### config.mk
export PLATFORM = sky130hd
export DESIGN_NAME = imem_load_ctrl
export DESIGN_NICKNAME = d
export VERILOG_FILES = /design/src/rtl/imem_pkg.sv /design/src/rtl/imem_fetch_guard.sv /design/src/rtl/imem_load_ctrl.sv
export SDC_FILE = /design/constraint.sdc
export NUM_CORES = 1
export LEC_CHECK = 0
export BUFFER_PORTS_ARGS = -buffer_cell sky130_fd_sc_hd__buf_2
export CAP_MARGIN = 25
export CELL_PAD_IN_SITES_DETAIL_PLACEMENT = 0
export CELL_PAD_IN_SITES_GLOBAL_PLACEMENT = 1
export CORE_ASPECT_RATIO = 1.4
export CORE_MARGIN = 2
export CORE_UTILIZATION = 39
export CTS_BUF_LIST = sky130_fd_sc_hd__clkbuf_8
export CTS_CLUSTER_DIAMETER = 150
export DETAILED_ROUTE_END_ITERATION = 8
export PLACE_DENSITY = 0.9
export SYNTH_ARGS = -nofsm -noshare
export SYNTH_HDL_FRONTEND = slang
export SYNTH_HIERARCHICAL = 1
export SYNTH_SLANG_ARGS = --single-unit
### constraint.sdc
create_clock -name clk -period 4.4 [get_ports clk]
set_input_delay 0.66 -clock clk [delete_from_list [all_inputs] [get_ports clk]]
set_output_delay 0.66 -clock clk [all_outputs]
set_load 0.05 [all_outputs]
### src/rtl/imem_pkg.sv
// Shared types and constants for the instruction-memory load controller.
package imem_pkg;

  localparam int unsigned MEM_BYTES_DEFAULT = 128;
  localparam int unsigned WORD_BYTES        = 4;

  typedef enum logic [2:0] {
    S_IDLE  = 3'd0,
    S_LOAD  = 3'd1,
    S_FLUSH = 3'd2,
    S_RUN   = 3'd3,
    S_ERR   = 3'd4
  } state_t;

endpackage

### src/rtl/imem_fetch_guard.sv
// Fetch address guard: forwards the PC to the memory read port while the core
// runs and flags misaligned or out-of-range fetches.
module imem_fetch_guard
  import imem_pkg::*;
#(
  parameter int unsigned MEM_BYTES = MEM_BYTES_DEFAULT,
  parameter int unsigned AW        = 32
) (
  input  logic          i_run,
  input  logic [AW-1:0] i_pc,
  output logic          o_fault,
  output logic [AW-1:0] o_raddr
);

  localparam logic [AW:0] LP_LIMIT = (AW+1)'(MEM_BYTES);
  localparam logic [AW:0] LP_OFS   = (AW+1)'(WORD_BYTES - 1);

  logic [AW:0] w_end;
  logic        w_misalign;
  logic        w_range;

  // Last byte of the fetched word, one bit wider so pc near 2^AW cannot wrap
  always_comb begin
    w_end      = {1'b0, i_pc} + LP_OFS;
    w_misalign = (i_pc[1:0] != 2'b00);
    w_range    = (w_end >= LP_LIMIT);
    o_fault    = i_run && (w_misalign || w_range);
    o_raddr    = i_run ? i_pc : '0;
  end

endmodule

### src/rtl/imem_load_ctrl.sv
// Boot/reload controller: streams bytes from a valid/ready loader into the
// instruction memory, stalls the core while loading, then releases it.
// Optional macro IMEM_LOAD_CHKSUM_EN: the ld_last byte is a modulo-256
// checksum of the payload, not written, and verified before release.
module imem_load_ctrl
  import imem_pkg::*;
#(
  parameter int unsigned MEM_BYTES = MEM_BYTES_DEFAULT,
  parameter int unsigned AW        = 32
) (
  input  logic          clk,
  input  logic          reset_n,
  input  logic          load_start,
  input  logic          ld_valid,
  input  logic [7:0]    ld_data,
  input  logic          ld_last,
  output logic          ld_ready,
  output logic          mem_we,
  output logic [AW-1:0] mem_waddr,
  output logic [7:0]    mem_wdata,
  input  logic [AW-1:0] fetch_pc,
  output logic [AW-1:0] mem_raddr,
  output logic          core_run,
  output logic          fetch_fault,
  output logic          load_done,
  output logic          load_err,
  output logic [AW-1:0] byte_count
);

  localparam logic [AW-1:0] LP_MEM_BYTES = AW'(MEM_BYTES);

`ifdef IMEM_LOAD_CHKSUM_EN
  localparam logic LP_CHK = 1'b1;
`else
  localparam logic LP_CHK = 1'b0;
`endif

  state_t        r_state;
  state_t        w_state_nxt;
  logic          w_start;
  logic          w_write;
  logic          w_ovf;
  logic          w_aligned;
  logic          w_sum_ok;
  logic          w_run;
  logic          r_mem_we;
  logic [AW-1:0] r_mem_waddr;
  logic [7:0]    r_mem_wdata;
  logic [AW-1:0] r_byte_count;
  logic          r_load_done;
  logic          r_load_err;

`ifdef IMEM_LOAD_CHKSUM_EN
  logic [7:0] r_sum;
  logic [7:0] r_chk_rx;

  // Running payload sum and captured checksum byte for the FLUSH compare
  always_ff @(posedge clk or negedge reset_n) begin
    if (!reset_n) begin
      r_sum    <= '0;
      r_chk_rx <= '0;
    end else begin
      if (w_start) begin
        r_sum <= '0;
      end else if (w_write) begin
        r_sum <= r_sum + ld_data;
      end
      if ((r_state == S_LOAD) && ld_valid && ld_last && !w_ovf) begin
        r_chk_rx <= ld_data;
      end
    end
  end

  assign w_sum_ok = (r_sum == r_chk_rx);
`else
  assign w_sum_ok = 1'b1;
`endif

  // The checksum byte is never stored, so it cannot overflow the memory
  assign w_ovf     = (r_byte_count == LP_MEM_BYTES) && !(LP_CHK && ld_last);
  assign w_aligned = ((r_byte_count % AW'(WORD_BYTES)) == '0);

  // State register
  always_ff @(posedge clk or negedge reset_n) begin
    if (!reset_n) begin
      r_state <= S_IDLE;
    end else begin
      r_state <= w_state_nxt;
    end
  end

  // Next-state and per-cycle control decode
  always_comb begin
    w_state_nxt = r_state;
    w_start     = 1'b0;
    w_write     = 1'b0;
    case (r_state)
      S_IDLE, S_RUN, S_ERR: begin
        if (load_start) begin
          w_start     = 1'b1;
          w_state_nxt = S_LOAD;
        end
      end
      S_LOAD: begin
        if (ld_valid) begin
          if (w_ovf) begin
            w_state_nxt = S_ERR;
          end else begin
            w_write = !(LP_CHK && ld_last);
            if (ld_last) begin
              w_state_nxt = S_FLUSH;
            end
          end
        end
      end
      S_FLUSH: begin
        if (!w_sum_ok) begin
          w_state_nxt = S_ERR;
        end else if (w_aligned) begin
          w_state_nxt = S_RUN;
        end else begin
          w_state_nxt = S_ERR;
        end
      end
      default: w_state_nxt = S_IDLE;
    endcase
  end

  // Registered write port, byte counter and sticky status flags
  always_ff @(posedge clk or negedge reset_n) begin
    if (!reset_n) begin
      r_mem_we     <= 1'b0;
      r_mem_waddr  <= '0;
      r_mem_wdata  <= '0;
      r_byte_count <= '0;
      r_load_done  <= 1'b0;
      r_load_err   <= 1'b0;
    end else begin
      r_mem_we <= w_write;
      if (w_start) begin
        r_byte_count <= '0;
        r_load_done  <= 1'b0;
        r_load_err   <= 1'b0;
      end else if (w_write) begin
        r_mem_waddr  <= r_byte_count;
        r_mem_wdata  <= ld_data;
        r_byte_count <= r_byte_count + AW'(1);
      end
      if ((r_state == S_FLUSH) && (w_state_nxt == S_RUN)) begin
        r_load_done <= 1'b1;
      end
      if ((w_state_nxt == S_ERR) && (r_state != S_ERR)) begin
        r_load_err <= 1'b1;
      end
    end
  end

  assign w_run      = (r_state == S_RUN);
  assign ld_ready   = (r_state == S_LOAD);
  assign core_run   = w_run;
  assign mem_we     = r_mem_we;
  assign mem_waddr  = r_mem_waddr;
  assign mem_wdata  = r_mem_wdata;
  assign byte_count = r_byte_count;
  assign load_done  = r_load_done;
  assign load_err   = r_load_err;

  imem_fetch_guard #(
    .MEM_BYTES (MEM_BYTES),
    .AW        (AW)
  ) u_fetch_guard (
    .i_run   (w_run),
    .i_pc    (fetch_pc),
    .o_fault (fetch_fault),
    .o_raddr (mem_raddr)
  );

endmodule
* After elaboration in Yosys (flattened, before gate mapping)
Cells that the tools add are included. Widths: inputs -> output; s select.
Word-level totals: word-level logic and storage cells 48, input bits 45, output and inout port bits 110, bits in registers 78
Cells by class: muxes and demuxes 17, bitwise operators 1, reduce and logical (&&, ||, !) cells 12, add/sub/neg operators 2, equal/unequal tests 8, order comparisons 1
Operator list (count):
- $mux 32 | 3
- $add 32x2->33 const B | 1
- $ge 33x8->1 const B | 1
- $add 32x1->32 const B | 1
- $eq 32x8->1 const B | 1
- $logic_not 32->1 | 1
- $mux 3 | 5
- $eq 3x2->1 const B | 3
- $pmux 3 s3 | 1
- $mux 1 | 8
- $reduce_bool 2->1 | 4
- $eq 3x3->1 const B | 2
- $eq 3x1->1 const B | 1
- $logic_and 1x1->1 | 3
- $logic_not 3->1 | 1
- $ne 3x3->1 const B | 1
- $reduce_or 3->1 | 1
- $reduce_and 2->1 | 1
- $logic_or 1x1->1 | 1
- $not 1->1 | 1

* Depth between registers and ports, before layout
word-level depth 7, mapped depth 10, mapped depth without buffers 8

* Hierarchy
The synthesis kept the hierarchy.
Modules (own cells, without submodules):
- imem_load_ctrl | area each 3510.9 um^2, seq. area each 1951.9 um^2, cells each 377, instances 1
- imem_fetch_guard | area each 511.7 um^2, seq. area each 0.0 um^2, cells each 83, instances 1

* Worst setup path before layout
Ideal clock, no wire load.
kind in2out, start point in fetch_pc[3], end point out fetch_fault, path slack 1640 ps, stages 5, data required time 3740 ps, data arrival time 2100 ps, buffers on the path 0, cells stage by stage nand4_2 -> nor4_2 -> nand4_1 -> mux2_4 -> a41oi_2
On the way: cells in the longest elaborated chain, start to end 4
Ends and longest elaborated chain:
- start: declaration | RTL line imem_load_ctrl.sv:21 | input logic [AW-1:0] fetch_pc,
- $add 32x2->33 | RTL line imem_fetch_guard.sv:24 | w_end = {1'b0, i_pc} + LP_OFS;
- $ge 33x8->1 | RTL line imem_fetch_guard.sv:26 | w_range = (w_end >= LP_LIMIT);
- $logic_or 1x1->1 | RTL line imem_fetch_guard.sv:27 | o_fault = i_run && (w_misalign || w_range);
- $logic_and 1x1->1 | RTL line imem_fetch_guard.sv:27
- end: declaration | RTL line imem_load_ctrl.sv:24 | output logic fetch_fault,
Every way passes these cells.

* Final worst setup path
start point reg r_state[2], end point out fetch_fault
On the way: cells in the longest elaborated chain, start to end 2
Ends and longest elaborated chain:
- start: declaration | RTL line imem_load_ctrl.sv:38 | state_t r_state;
- start signal: assignment | RTL line imem_load_ctrl.sv:88 | r_state <= w_state_nxt;
- $eq 3x2->1 | RTL line imem_load_ctrl.sv:158 | assign w_run = (r_state == S_RUN);
- $logic_and 1x1->1 | RTL line imem_fetch_guard.sv:27
Every way passes these cells.

==> results.py <==
metrics = {
    "synth": {
        "yosys.area.top_type_share": 0.485,
        "yosysWarnings": 6,
        "async_flop_share": 1.00,
        "ys.flop_type": "dfrtp_1",
        "netlist_area_mm2": 0.00402,
        "syn_nets": 507,
        "synth-edff-count": 0,
        "ys_seq_area_frac": 0.485,
        "synth_area_leaders": "dfrtp_1 (49%), nand2_1 (12%), and2_1 (5.1%)",
        "synth.avg_cell_area_um2": 8.74,
        "ys_types": 47,
        "yosysTopAreaCell": "dfrtp_1",
        "syn_inst": 460,
        "yosys_register_bits": 78,
    },
    "grt": {
        "grt_max_degree": 79,
        "grt-ovfl-total": 0,
        "antenna_found_initial": 0,
        "first_global_vias": 3834,
        "grt_pass1_wl_mm": 18.9,
        "grt_usage": 0.212,
    },
    "sta": {
        "finClkSkew_ps": 4.59,
        "setup_viol": 0,
        "timing.final.crit_share": 0.668,
        "max_slew.worst_pin.slew_ps": 846,
        "max_slew_margin": 0.436,
        "rsz0062_at_grt": "no",
        "layout_setup_ws_ps": 1460,
        "period_needed_ps": 2940,
        "fin_setup_tns_ps": 0,
        "slew_viol_final": 0,
        "timing.fmax_mhz": 340,
        "hold_viol_final": 0,
    },
    "power_and_ir_drop": {
        "seq_power_share": 0.357,
        "power.leakage_nw": 2.83,
        "switchingPower_mw": 1.12,
        "internal-power_mw": 1.27,
        "p_per_area_mw_per_mm2": 467,
        "p_sw_frac": 0.468,
        "pwr-share-clk": 0.212,
        "power_frac_comb": 0.431,
        "vdd_drop_max_v": 0.000371,
    },
    "clocking": {
        "clockRootBuffer": "clkbuf_8",
        "cts.sink_count": 78,
        "path_clk_slew_ps": 80,
        "cts_tree": "built",
        "hold_buffers": 0,
        "cts_setup_buffers": 0,
        "cts_resized": 0,
        "clk_latency_ps": 360,
        "numCtsBuffers": 9,
        "clockBufferDepth": 2,
        "h-tree-depth": 3,
    },
    "layout": {
        "final_cell_mix": "buf_2 (153), nand2_1 (132), dfrtp_1 (78)",
        "stdcell_count": 745,
        "nets": 652,
        "drive_gt1_frac": 0.303,
        "nFillCells": 968,
        "antenna_cells": 0,
        "final-seq-area_mm2": 0.00195,
        "area_growth_pct": 26.9,
        "multi_input_area_mm2": 0.00194,
        "final_common_cell": "buf_2",
    },
    "setup_path": {
        "cp_max_fo": 35,
        "crit_start": "r_state[2]",
        "r2r-start": "byte_count[0]",
        "path_class": "register to primary output",
        "worstPathArrival_ps": 2280,
        "path_delay_family": "simple AND/OR/NAND/NOR gates",
        "slowest_delay_ps": 800,
        "endpoint_kind": "primary output",
        "slowest_stage": "and3b_1",
        "path_cells": "and3b_1, inv_1, a41oi_2, buf_2",
        "cp.required_ps": 3740,
        "critPathBufInv": 2,
        "startpoint_type": "register",
        "r2r_slack_ps": 1800,
    },
    "detailed_routing": {
        "antenna_left": 0,
        "vias": 3935,
        "dr.pass1.iters": 4,
        "remaining_drc_errors": 0,
        "dr.first_iter.drc_count": 179,
        "routed_wl_mm": 11.7,
        "wl_per_cell_um": 15.7,
        "vias_per_cell": 5.28,
    },
    "die": {
        "num_rows": 43,
        "die_h_um": 124,
        "dieArea_mm2": 0.0112,
        "core-area_mm2": 0.00995,
        "dieWidth_um": 89.8,
        "boundaryPins": 155,
        "initial_core_util": 0.404,
    },
    "flow_run": {
        "maxCapViolations": 0,
    },
    "worst_hold_path": {
        "hp-class": "input port to asynchronous set/reset pin",
    },
    "placement": {
        "dp_hpwl_mm": 8.28,
        "gp_congestion": 0.868,
        "dp_cells": 727,
        "place_ws_ps": 1530,
        "port-buffer-count": 154,
    },
    "run_status": {
        "status": "complete, no violations",
    },
}
-- state kept, by name, indices dropped and copies added (netlist names) --
name	flops
byte_count	32
mem_waddr	32
mem_wdata	8
r_state	3
load_done	1
load_err	1
mem_we	1
-- final timing paths --
path,depth (start not counted),endpoint
setup / recovery,4,fetch_fault
hold / removal,1,mem_wdata[2]
setup reg to reg,8,byte_count[13]
hold reg to reg,2,mem_waddr[10]
min in group clk,2,mem_waddr[10]
max in group asynchronous,2,byte_count[18]
-- per-stage QoR --
| stage | power, mW | util | area (um^2) | hold slack, ps |
|---|---|---|---|---|
| after floorplan | 1.63 | - | 4020 | 364 |
| after global placement | 1.87 | 0.489 | 4870 | 454 |
| after detailed placement | 1.89 | 0.490 | 4880 | 458 |
| after CTS | 2.40 | 0.509 | 5060 | 478 |
| after global routing | 2.51 | 0.513 | 5100 | 159 |
| final | 2.39 | 0.513 | 5100 | 153 |
-- layer usage --
metal | GRT usage | up-vias | wire length (um) | part of all wire
li1 | - | 1863 | - | -
met1 | 0.234 | 1890 | 4580 | 0.39
met2 | 0.398 | 164 | 6070 | 0.52
met3 | 0.0436 | 18 | 793 | 0.068
met4 | 0.0904 | 0 | 235 | 0.020
met5 | 0 | - | 0 | 0
-- kinds of logic (layout without fill, tap and decap cells) --
logic type / count (synthesis) / count (layout) / share of synthesized area
AO/OA/AOI/OAI: 43 / 43 / 0.0740
flip-flops: 78 / 78 / 0.485
AND/OR/NAND/NOR: 285 / 285 / 0.351
XOR/XNOR: 16 / 16 / 0.0348
buffers and inverters: 31 / 181 / 0.0351
adder cells (fa/ha/maj): 2 / 2 / 0.00622
multiplexers: 5 / 5 / 0.0140
-- power by group through the flow --
stage	clock, mW	sequential, mW	combinational, mW
2_1_floorplan	0	1.08	0.550
3_5_place_dp	0	0.866	1.03
4_1_cts	0.518	0.853	1.03
5_1_grt	0.547	0.865	1.10
6_report	0.506	0.852	1.03
3_3_place_gp	0	0.861	1.01
-- cell type report --
class,count,area share
Clock buffer,12,0.0324
Clock inverter,4,0.00417
Inverter,6,0.00441
Multi-Input combinational cell,351,0.379
Sequential cell,78,0.382
Tap cell,135,0.0331
Timing Repair Buffer,159,0.164
-- synth_stat cells (4+ instances only) --
cell type,number
o21ai_0,12
a21oi_1,8
a22o_1,4
nor2_1,28
dfrtp_1,78
and2_1,33
nand4_1,21
nand3_1,22
buf_2,7
and4_1,6
clkbuf_1,15
nor3_1,9
nor4_1,9
nand2_1,132
or3_1,5
xor2_1,16
or4_1,4
inv_1,5
o31ai_1,4
o211ai_1,4
Note: power is estimated with default switching activity, not from simulation.
